## src/rtl/float_pkg.sv

```systemverilog
// Shared definitions for the floating-point multiplier datapath.
// Contents:
//   - rnd_mode_e : rounding-mode constants (RND_TRUNC, RND_NEAR).
//   - bias()     : exponent bias for an EXP_W-bit exponent field.
//   - word_width(): packed operand width {sign, exp, man}.
//   - sign_bit(), exp_field(), man_field(): field extractors that work on
//     a zero-extended packed word, so one set of helpers serves any widths.
package float_pkg;

  localparam int unsigned FIELD_W = 64;
  typedef logic [FIELD_W-1:0] field_t;

  typedef enum logic {
    RND_TRUNC = 1'b0,
    RND_NEAR  = 1'b1
  } rnd_mode_e;

  function automatic int bias(input int exp_w);
    return (1 << (exp_w - 1)) - 1;
  endfunction

  function automatic int word_width(input int exp_w, input int man_w);
    return 1 + exp_w + man_w;
  endfunction

  function automatic logic sign_bit(input field_t w, input int exp_w, input int man_w);
    return w[exp_w + man_w];
  endfunction

  function automatic field_t exp_field(input field_t w, input int exp_w, input int man_w);
    return (w >> man_w) & ((field_t'(1) << exp_w) - field_t'(1));
  endfunction

  function automatic field_t man_field(input field_t w, input int man_w);
    return w & ((field_t'(1) << man_w) - field_t'(1));
  endfunction

endpackage

```

## src/rtl/fp_mant_mult.sv

```systemverilog
// Unsigned MW x MW mantissa multiplier with a single output register and a
// clock enable. Kept as its own block so a vendor multiplier macro can be
// dropped in; it carries no valid state of its own.
// Ports:
//   clk_i  - clock
//   en_i   - register enable (the owner's stage-1 load)
//   a_i    - multiplicand, hidden bit included
//   b_i    - multiplier, hidden bit included
//   p_o    - registered 2*MW-bit product
module fp_mant_mult #(
  parameter int MW = 7
) (
  input  logic            clk_i,
  input  logic            en_i,
  input  logic [MW-1:0]   a_i,
  input  logic [MW-1:0]   b_i,
  output logic [2*MW-1:0] p_o
);

  // NOTE: pure datapath register -- no reset; qualifying valid bits live in the owner.
  always_ff @(posedge clk_i) begin
    if (en_i) p_o <= {{MW{1'b0}}, a_i} * {{MW{1'b0}}, b_i};
  end

endmodule

```

## src/rtl/float_mult_pipe.sv

```systemverilog
// Three-stage pipelined floating-point multiplier with valid/ready flow
// control and bubble collapsing. No denormals, infinities or NaNs: a zero
// exponent field means zero, the all-ones exponent is an ordinary value.
// Out-of-range results saturate (ovf_o) or flush to +0 (unf_o).
// Ports:
//   clk_i, rst_i              - clock, synchronous active-high reset
//   in_valid_i / in_ready_o   - operand handshake
//   data_a_i, data_b_i        - operands {sign, exp, man}
//   rnd_mode_i                - 0 truncate, 1 round-to-nearest ties away
//   tag_i                     - sideband tag, travels with the operands
//   out_valid_o / out_ready_i - result handshake
//   data_mult_o, tag_o        - product and its tag
//   ovf_o, unf_o              - saturated / flushed-to-zero flags
module float_mult_pipe
  import float_pkg::*;
#(
  parameter int EXP_W = 5,
  parameter int MAN_W = 6,
  parameter int TAG_W = 4
) (
  input  logic                                clk_i,
  input  logic                                rst_i,
  input  logic                                in_valid_i,
  output logic                                in_ready_o,
  input  logic [word_width(EXP_W, MAN_W)-1:0] data_a_i,
  input  logic [word_width(EXP_W, MAN_W)-1:0] data_b_i,
  input  logic                                rnd_mode_i,
  input  logic [TAG_W-1:0]                    tag_i,
  output logic                                out_valid_o,
  input  logic                                out_ready_i,
  output logic [word_width(EXP_W, MAN_W)-1:0] data_mult_o,
  output logic [TAG_W-1:0]                    tag_o,
  output logic                                ovf_o,
  output logic                                unf_o
);

  localparam int W  = word_width(EXP_W, MAN_W);
  localparam int MW = MAN_W + 1;
  localparam int PW = 2 * MW;
  localparam int EW = EXP_W + 2;   // signed headroom for sum, +1 and rounding carry
  localparam logic signed [EW-1:0] BIAS_S    = EW'(bias(EXP_W));
  localparam logic signed [EW-1:0] EXP_MAX_S = EW'((1 << EXP_W) - 1);

  // ---------------------------------------------------------------- flow
  logic v1, v2, v3;
  logic adv1, adv2, adv3;
  logic ld1, ld2, ld3;

  // A stage may take new content when it is empty or its content leaves.
  assign adv3 = ~v3 | out_ready_i;
  assign adv2 = ~v2 | adv3;
  assign adv1 = ~v1 | adv2;
  assign in_ready_o  = adv1;
  assign out_valid_o = v3;

  // Data registers load only on a real transfer, so a held result stays put.
  assign ld1 = in_valid_i & adv1;
  assign ld2 = v1 & adv2;
  assign ld3 = v2 & adv3;

  // NOTE: sequential state uses non-blocking assignments so every register samples pre-edge values.
  always_ff @(posedge clk_i) begin
    if (rst_i) begin
      v1 <= 1'b0;
      v2 <= 1'b0;
      v3 <= 1'b0;
    end else begin
      if (adv1) v1 <= in_valid_i;
      if (adv2) v2 <= v1;
      if (adv3) v3 <= v2;
    end
  end

  // ---------------------------------------------------------------- S1
  field_t           a_w, b_w;
  logic [EXP_W-1:0] ea, eb;
  logic [MAN_W-1:0] ma, mb;

  assign a_w = field_t'(data_a_i);
  assign b_w = field_t'(data_b_i);
  assign ea  = EXP_W'(exp_field(a_w, EXP_W, MAN_W));
  assign eb  = EXP_W'(exp_field(b_w, EXP_W, MAN_W));
  assign ma  = MAN_W'(man_field(a_w, MAN_W));
  assign mb  = MAN_W'(man_field(b_w, MAN_W));

  logic                 s1_sign, s1_zero;
  rnd_mode_e            s1_rnd;
  logic [TAG_W-1:0]     s1_tag;
  logic signed [EW-1:0] s1_exp;
  logic [PW-1:0]        s1_prod;

  always_ff @(posedge clk_i) begin
    if (ld1) begin
      s1_sign <= sign_bit(a_w, EXP_W, MAN_W) ^ sign_bit(b_w, EXP_W, MAN_W);
      s1_zero <= (ea == '0) | (eb == '0);
      s1_rnd  <= rnd_mode_e'(rnd_mode_i);
      s1_tag  <= tag_i;
      s1_exp  <= $signed(EW'(ea)) + $signed(EW'(eb)) - BIAS_S;
    end
  end

  fp_mant_mult #(.MW(MW)) u_mant_mult (
    .clk_i (clk_i),
    .en_i  (ld1),
    .a_i   ({1'b1, ma}),
    .b_i   ({1'b1, mb}),
    .p_o   (s1_prod)
  );

  // ---------------------------------------------------------------- S2
  logic signed [EW-1:0] s2_exp_n;
  logic [MAN_W-1:0]     s2_frac_n;
  logic                 s2_guard_n;
  logic                 prod_unused;

  // Bits below the guard never influence the result (no sticky bit).
  assign prod_unused = ^s1_prod[MAN_W-2:0];

  // NOTE: defaults assigned first in every always_comb so no path can infer a latch.
  always_comb begin
    s2_exp_n   = s1_exp;
    s2_frac_n  = s1_prod[PW-3 -: MAN_W];
    s2_guard_n = s1_prod[PW-3-MAN_W];
    if (s1_prod[PW-1]) begin
      // Product in [2,4): shift right one place, bump the exponent.
      s2_exp_n   = s1_exp + EW'(1);
      s2_frac_n  = s1_prod[PW-2 -: MAN_W];
      s2_guard_n = s1_prod[PW-2-MAN_W];
    end
  end

  logic                 s2_sign, s2_zero, s2_guard;
  rnd_mode_e            s2_rnd;
  logic [TAG_W-1:0]     s2_tag;
  logic signed [EW-1:0] s2_exp;
  logic [MAN_W-1:0]     s2_frac;

  always_ff @(posedge clk_i) begin
    if (ld2) begin
      s2_sign  <= s1_sign;
      s2_zero  <= s1_zero;
      s2_rnd   <= s1_rnd;
      s2_tag   <= s1_tag;
      s2_exp   <= s2_exp_n;
      s2_frac  <= s2_frac_n;
      s2_guard <= s2_guard_n;
    end
  end

  // ---------------------------------------------------------------- S3
  logic [MAN_W:0]       rnd_sum;
  logic [MAN_W-1:0]     fin_frac;
  logic signed [EW-1:0] fin_exp;
  logic [W-1:0]         res_word;
  logic                 res_ovf, res_unf;

  always_comb begin
    rnd_sum  = {1'b0, s2_frac} + (MAN_W+1)'(s2_guard);
    fin_frac = s2_frac;
    fin_exp  = s2_exp;
    if (s2_rnd == RND_NEAR) begin
      // On carry-out the low bits of rnd_sum are already zero.
      fin_frac = rnd_sum[MAN_W-1:0];
      if (rnd_sum[MAN_W]) fin_exp = s2_exp + EW'(1);
    end

    res_word = {s2_sign, fin_exp[EXP_W-1:0], fin_frac};
    res_ovf  = 1'b0;
    res_unf  = 1'b0;
    if (s2_zero) begin
      res_word = '0;
    end else if (fin_exp > EXP_MAX_S) begin
      res_word = {s2_sign, {(W-1){1'b1}}};
      res_ovf  = 1'b1;
    end else if (fin_exp <= EW'(0)) begin
      res_word = '0;
      res_unf  = 1'b1;
    end
  end

  always_ff @(posedge clk_i) begin
    if (rst_i) begin
      data_mult_o <= '0;
      tag_o       <= '0;
      ovf_o       <= 1'b0;
      unf_o       <= 1'b0;
    end else if (ld3) begin
      data_mult_o <= res_word;
      tag_o       <= s2_tag;
      ovf_o       <= res_ovf;
      unf_o       <= res_unf;
    end
  end

endmodule

```

## config.mk

```make
export PLATFORM = sky130hd
export DESIGN_NAME = float_mult_pipe
export DESIGN_NICKNAME = d
export VERILOG_FILES = /design/src/rtl/float_pkg.sv /design/src/rtl/fp_mant_mult.sv /design/src/rtl/float_mult_pipe.sv
export SDC_FILE = /design/constraint.sdc
export NUM_CORES = 1
export LEC_CHECK = 0
export CAP_MARGIN = 40
export CORE_MARGIN = 1
export CORE_UTILIZATION = 50
export CTS_BUF_LIST = sky130_fd_sc_hd__clkbuf_2 sky130_fd_sc_hd__clkbuf_4 sky130_fd_sc_hd__clkbuf_8
export DETAILED_ROUTE_END_ITERATION = 8
export GPL_ROUTABILITY_DRIVEN = 0
export HOLD_SLACK_MARGIN = 0.1
export PLACE_DENSITY_LB_ADDON = 0.05
export SLEW_MARGIN = 10
export SYNTH_ARGS = -nofsm -noshare
export SYNTH_HDL_FRONTEND = slang
export SYNTH_HIERARCHICAL = 1
export SYNTH_SLANG_ARGS = --single-unit
```

## constraint.sdc

```tcl
create_clock -name clk_i -period 4.9 [get_ports clk_i]
set_clock_uncertainty 0.2 [all_clocks]
set_input_delay 0.98 -clock clk_i [delete_from_list [all_inputs] [get_ports clk_i]]
set_output_delay 0.98 -clock clk_i [all_outputs]
set_load 0.01 [all_outputs]
```

==> flow_summary.yaml <==
worst_setup_path:
  slowest_stage: "fa_1"
  cpPeakStageDelay_ns: 0.55
  crit_required_ns: 4.78
  cp_cell_sequence: "clkdlybuf4s15_1 > nand2_2 > fa_1 > fa_1 > inv_1 > fa_1 > inv_1 > fa_1 > inv_2 > ha_4 > o21ai_2 > o21ai_2 > a2111oi_2 > or3_1 > xnor2_1"
  crit_path_end_kind: "flip-flop"
  critPathMostFrequentCell: "fa_1"
  crit_path_start_kind: "primary input"
  worst_ep_arrival_time_ns: 4.62
  crit_fanout: 5
  critPathKind: "in2reg"
logic_synthesis:
  ys_warn_count: 6
  syn_area_um2: 4520
  syn_area_per_cell_um2: 11.1
  syn_inst: 406
die:
  start_util_pct: 51.9
  die_y_um: 97.1
  die_x_um: 97.1
  core_um2: 8720
  io_pins: 53
  row_count: 34
  dieArea_um2: 9430
clock_tree:
  path_clk_slew_ns: 0.06
  clkSinkCount: 65
  clk_latency_ns: 0.33
  cts_tree: "yes"
  cts_made_buffers: 9
  clk_path_buf_depth: 2
  cts-htree-levels: 3
  clockRootBuffer: "clkbuf_8"
global_routing:
  use_met3_pct: 2.73
  gr-total-overflow: 0
  met1_usage_pct: 20.0
  antenna_found_initial: 0
  met2_usage_pct: 34.2
  gr-max-usage-layer: "met2"
  grt_max_degree: 24
  grtUsageTotal_pct: 18.1
  grt_pass1_vias: 3160
  grt_pass1_wl_um: 13800
sta:
  slew_violations: 0
  slew_headroom_pct: 48.4
  hold_slack_ns: 0.219
  finalCritPeriodShare_pct: 96.8
  setup_ws_ns: 0.155
  setup_viol: 0
  final_hold_viol_count: 0
  min_period_ns: 4.75
  tightestPinTransition_ns: 0.771
  clock.fmax_mhz: 211
route:
  vias: 3190
  drtIter0Drc: 60
  ant_nets: 0
  routed_wl_um: 7790
  avgViaCountPerCell: 5.19
  drc_errors: 0
  wl_per_cell_um: 12.7
  drtPass1Iterations: 6
placement:
  portBuffers: 52
  pre_cts_ws_ns: -0.716
  hpwl_um: 6350
  post_dp_cell_area_um2: 5400
layout:
  final_util_pct: 65.3
  fin_nets: 605
  final_common_cell: "edfxtp_1"
  area_growth_pct: 25.8
  layout_common_cells: "edfxtp_1 (44), ha_1 (43), clkdlybuf4s50_1 (41)"
  num-fill-cells: 725
  fin_area_um2: 5690
  diodes: 0
  drive_gt1_share_pct: 14.8
power:
  peakVddDrop_mv: 0.148
  leakagePower_nw: 2.47
  cellPowerDensity_nw_per_um2: 339
  finalPower_mw: 1.93
min_path:
  hold_class: "reg2reg"
flow_run:
  maxCapViolCount: 0
status:
  status: "finished, final reports clean"
sequential cells by signal (all words and copies together), names as in the netlist, 4 cells and up:
name	count
s1_exp	7
s1_tag	4
data_mult_o	12
u_mant_mult/p_o	9
s2_exp	7
s2_tag	4
s2_frac	6
tag_o	4
area by class of cell:
| cell class | instances | area, µm² | area share (%) |
|---|---|---|---|
| multi-input cells | 308 | 2700 | 47.4 |
| flip-flops and latches | 65 | 1740 | 30.6 |
| repair buffers | 81 | 757 | 13.3 |
| clock buffers | 11 | 145 | 2.55 |
| inverters | 37 | 139 | 2.44 |
| well taps | 108 | 135 | 2.37 |
| clock inverters | 5 | 77.6 | 1.36 |
metal layers:
metal	vias up	routed length, µm	part of all wire, %
met2	54	4250	55
met5	-	0	0
met3	8	212	2.7
li1	1616	-	-
met1	1512	3240	42
met4	0	87	1.1
worst paths after layout:
check	to	depth (start not counted)	start	slack, ns
setup / recovery	u_mant_mult/p_o[12]$_DFFE_PP_	15	data_b_i[1]	0.15
hold / removal	s2_rnd$_DFFE_PP_	0	s1_rnd$_DFFE_PP_	0.22
setup reg to reg	data_mult_o[2]$_SDFFE_PP0P_	7	s2_frac[0]$_DFFE_PP_	2.13
hold reg to reg	s2_rnd$_DFFE_PP_	0	s1_rnd$_DFFE_PP_	0.22
power by group:
| group | internal [mW] | leakage [nW] | total, mW | switching, mW |
|---|---|---|---|---|
| logic | 0.368 | 1.76 | 0.686 | 0.318 |
| clock network | 0.306 | 0.118 | 0.496 | 0.190 |
| registers | 0.698 | 0.592 | 0.746 | 0.0484 |
critical path, delay by kind of cell:
kind	cells	cell delay, ns
AO/OA/AOI/OAI	3	0.32
XOR/XNOR	1	0.13
adder cells (fa/ha/maj)	5	2.37
buffers and inverters	4	0.36
AND/OR/NAND/NOR	2	0.46
per-stage QoR:
stage | instances | setup TNS [ns]
floorplan | 419 | 0
global placement | 596 | -2.87
detailed placement | 597 | -3.32
CTS | 614 | 0
global route | 615 | -0.00434
finish | 615 | 0
timing repair:
| item | 4_1_cts | 5_1_grt |
|---|---|---|
| gates cloned | 0 | 0 |
| hold buffers | 0 | 0 |
| endpoints found under the setup margin | 5 | 5 |
| resized for setup | 10 | 17 |
| pin swaps | 10 | 12 |
| setup buffers | 1 | 1 |
Power figures use the tool's default switching activity.
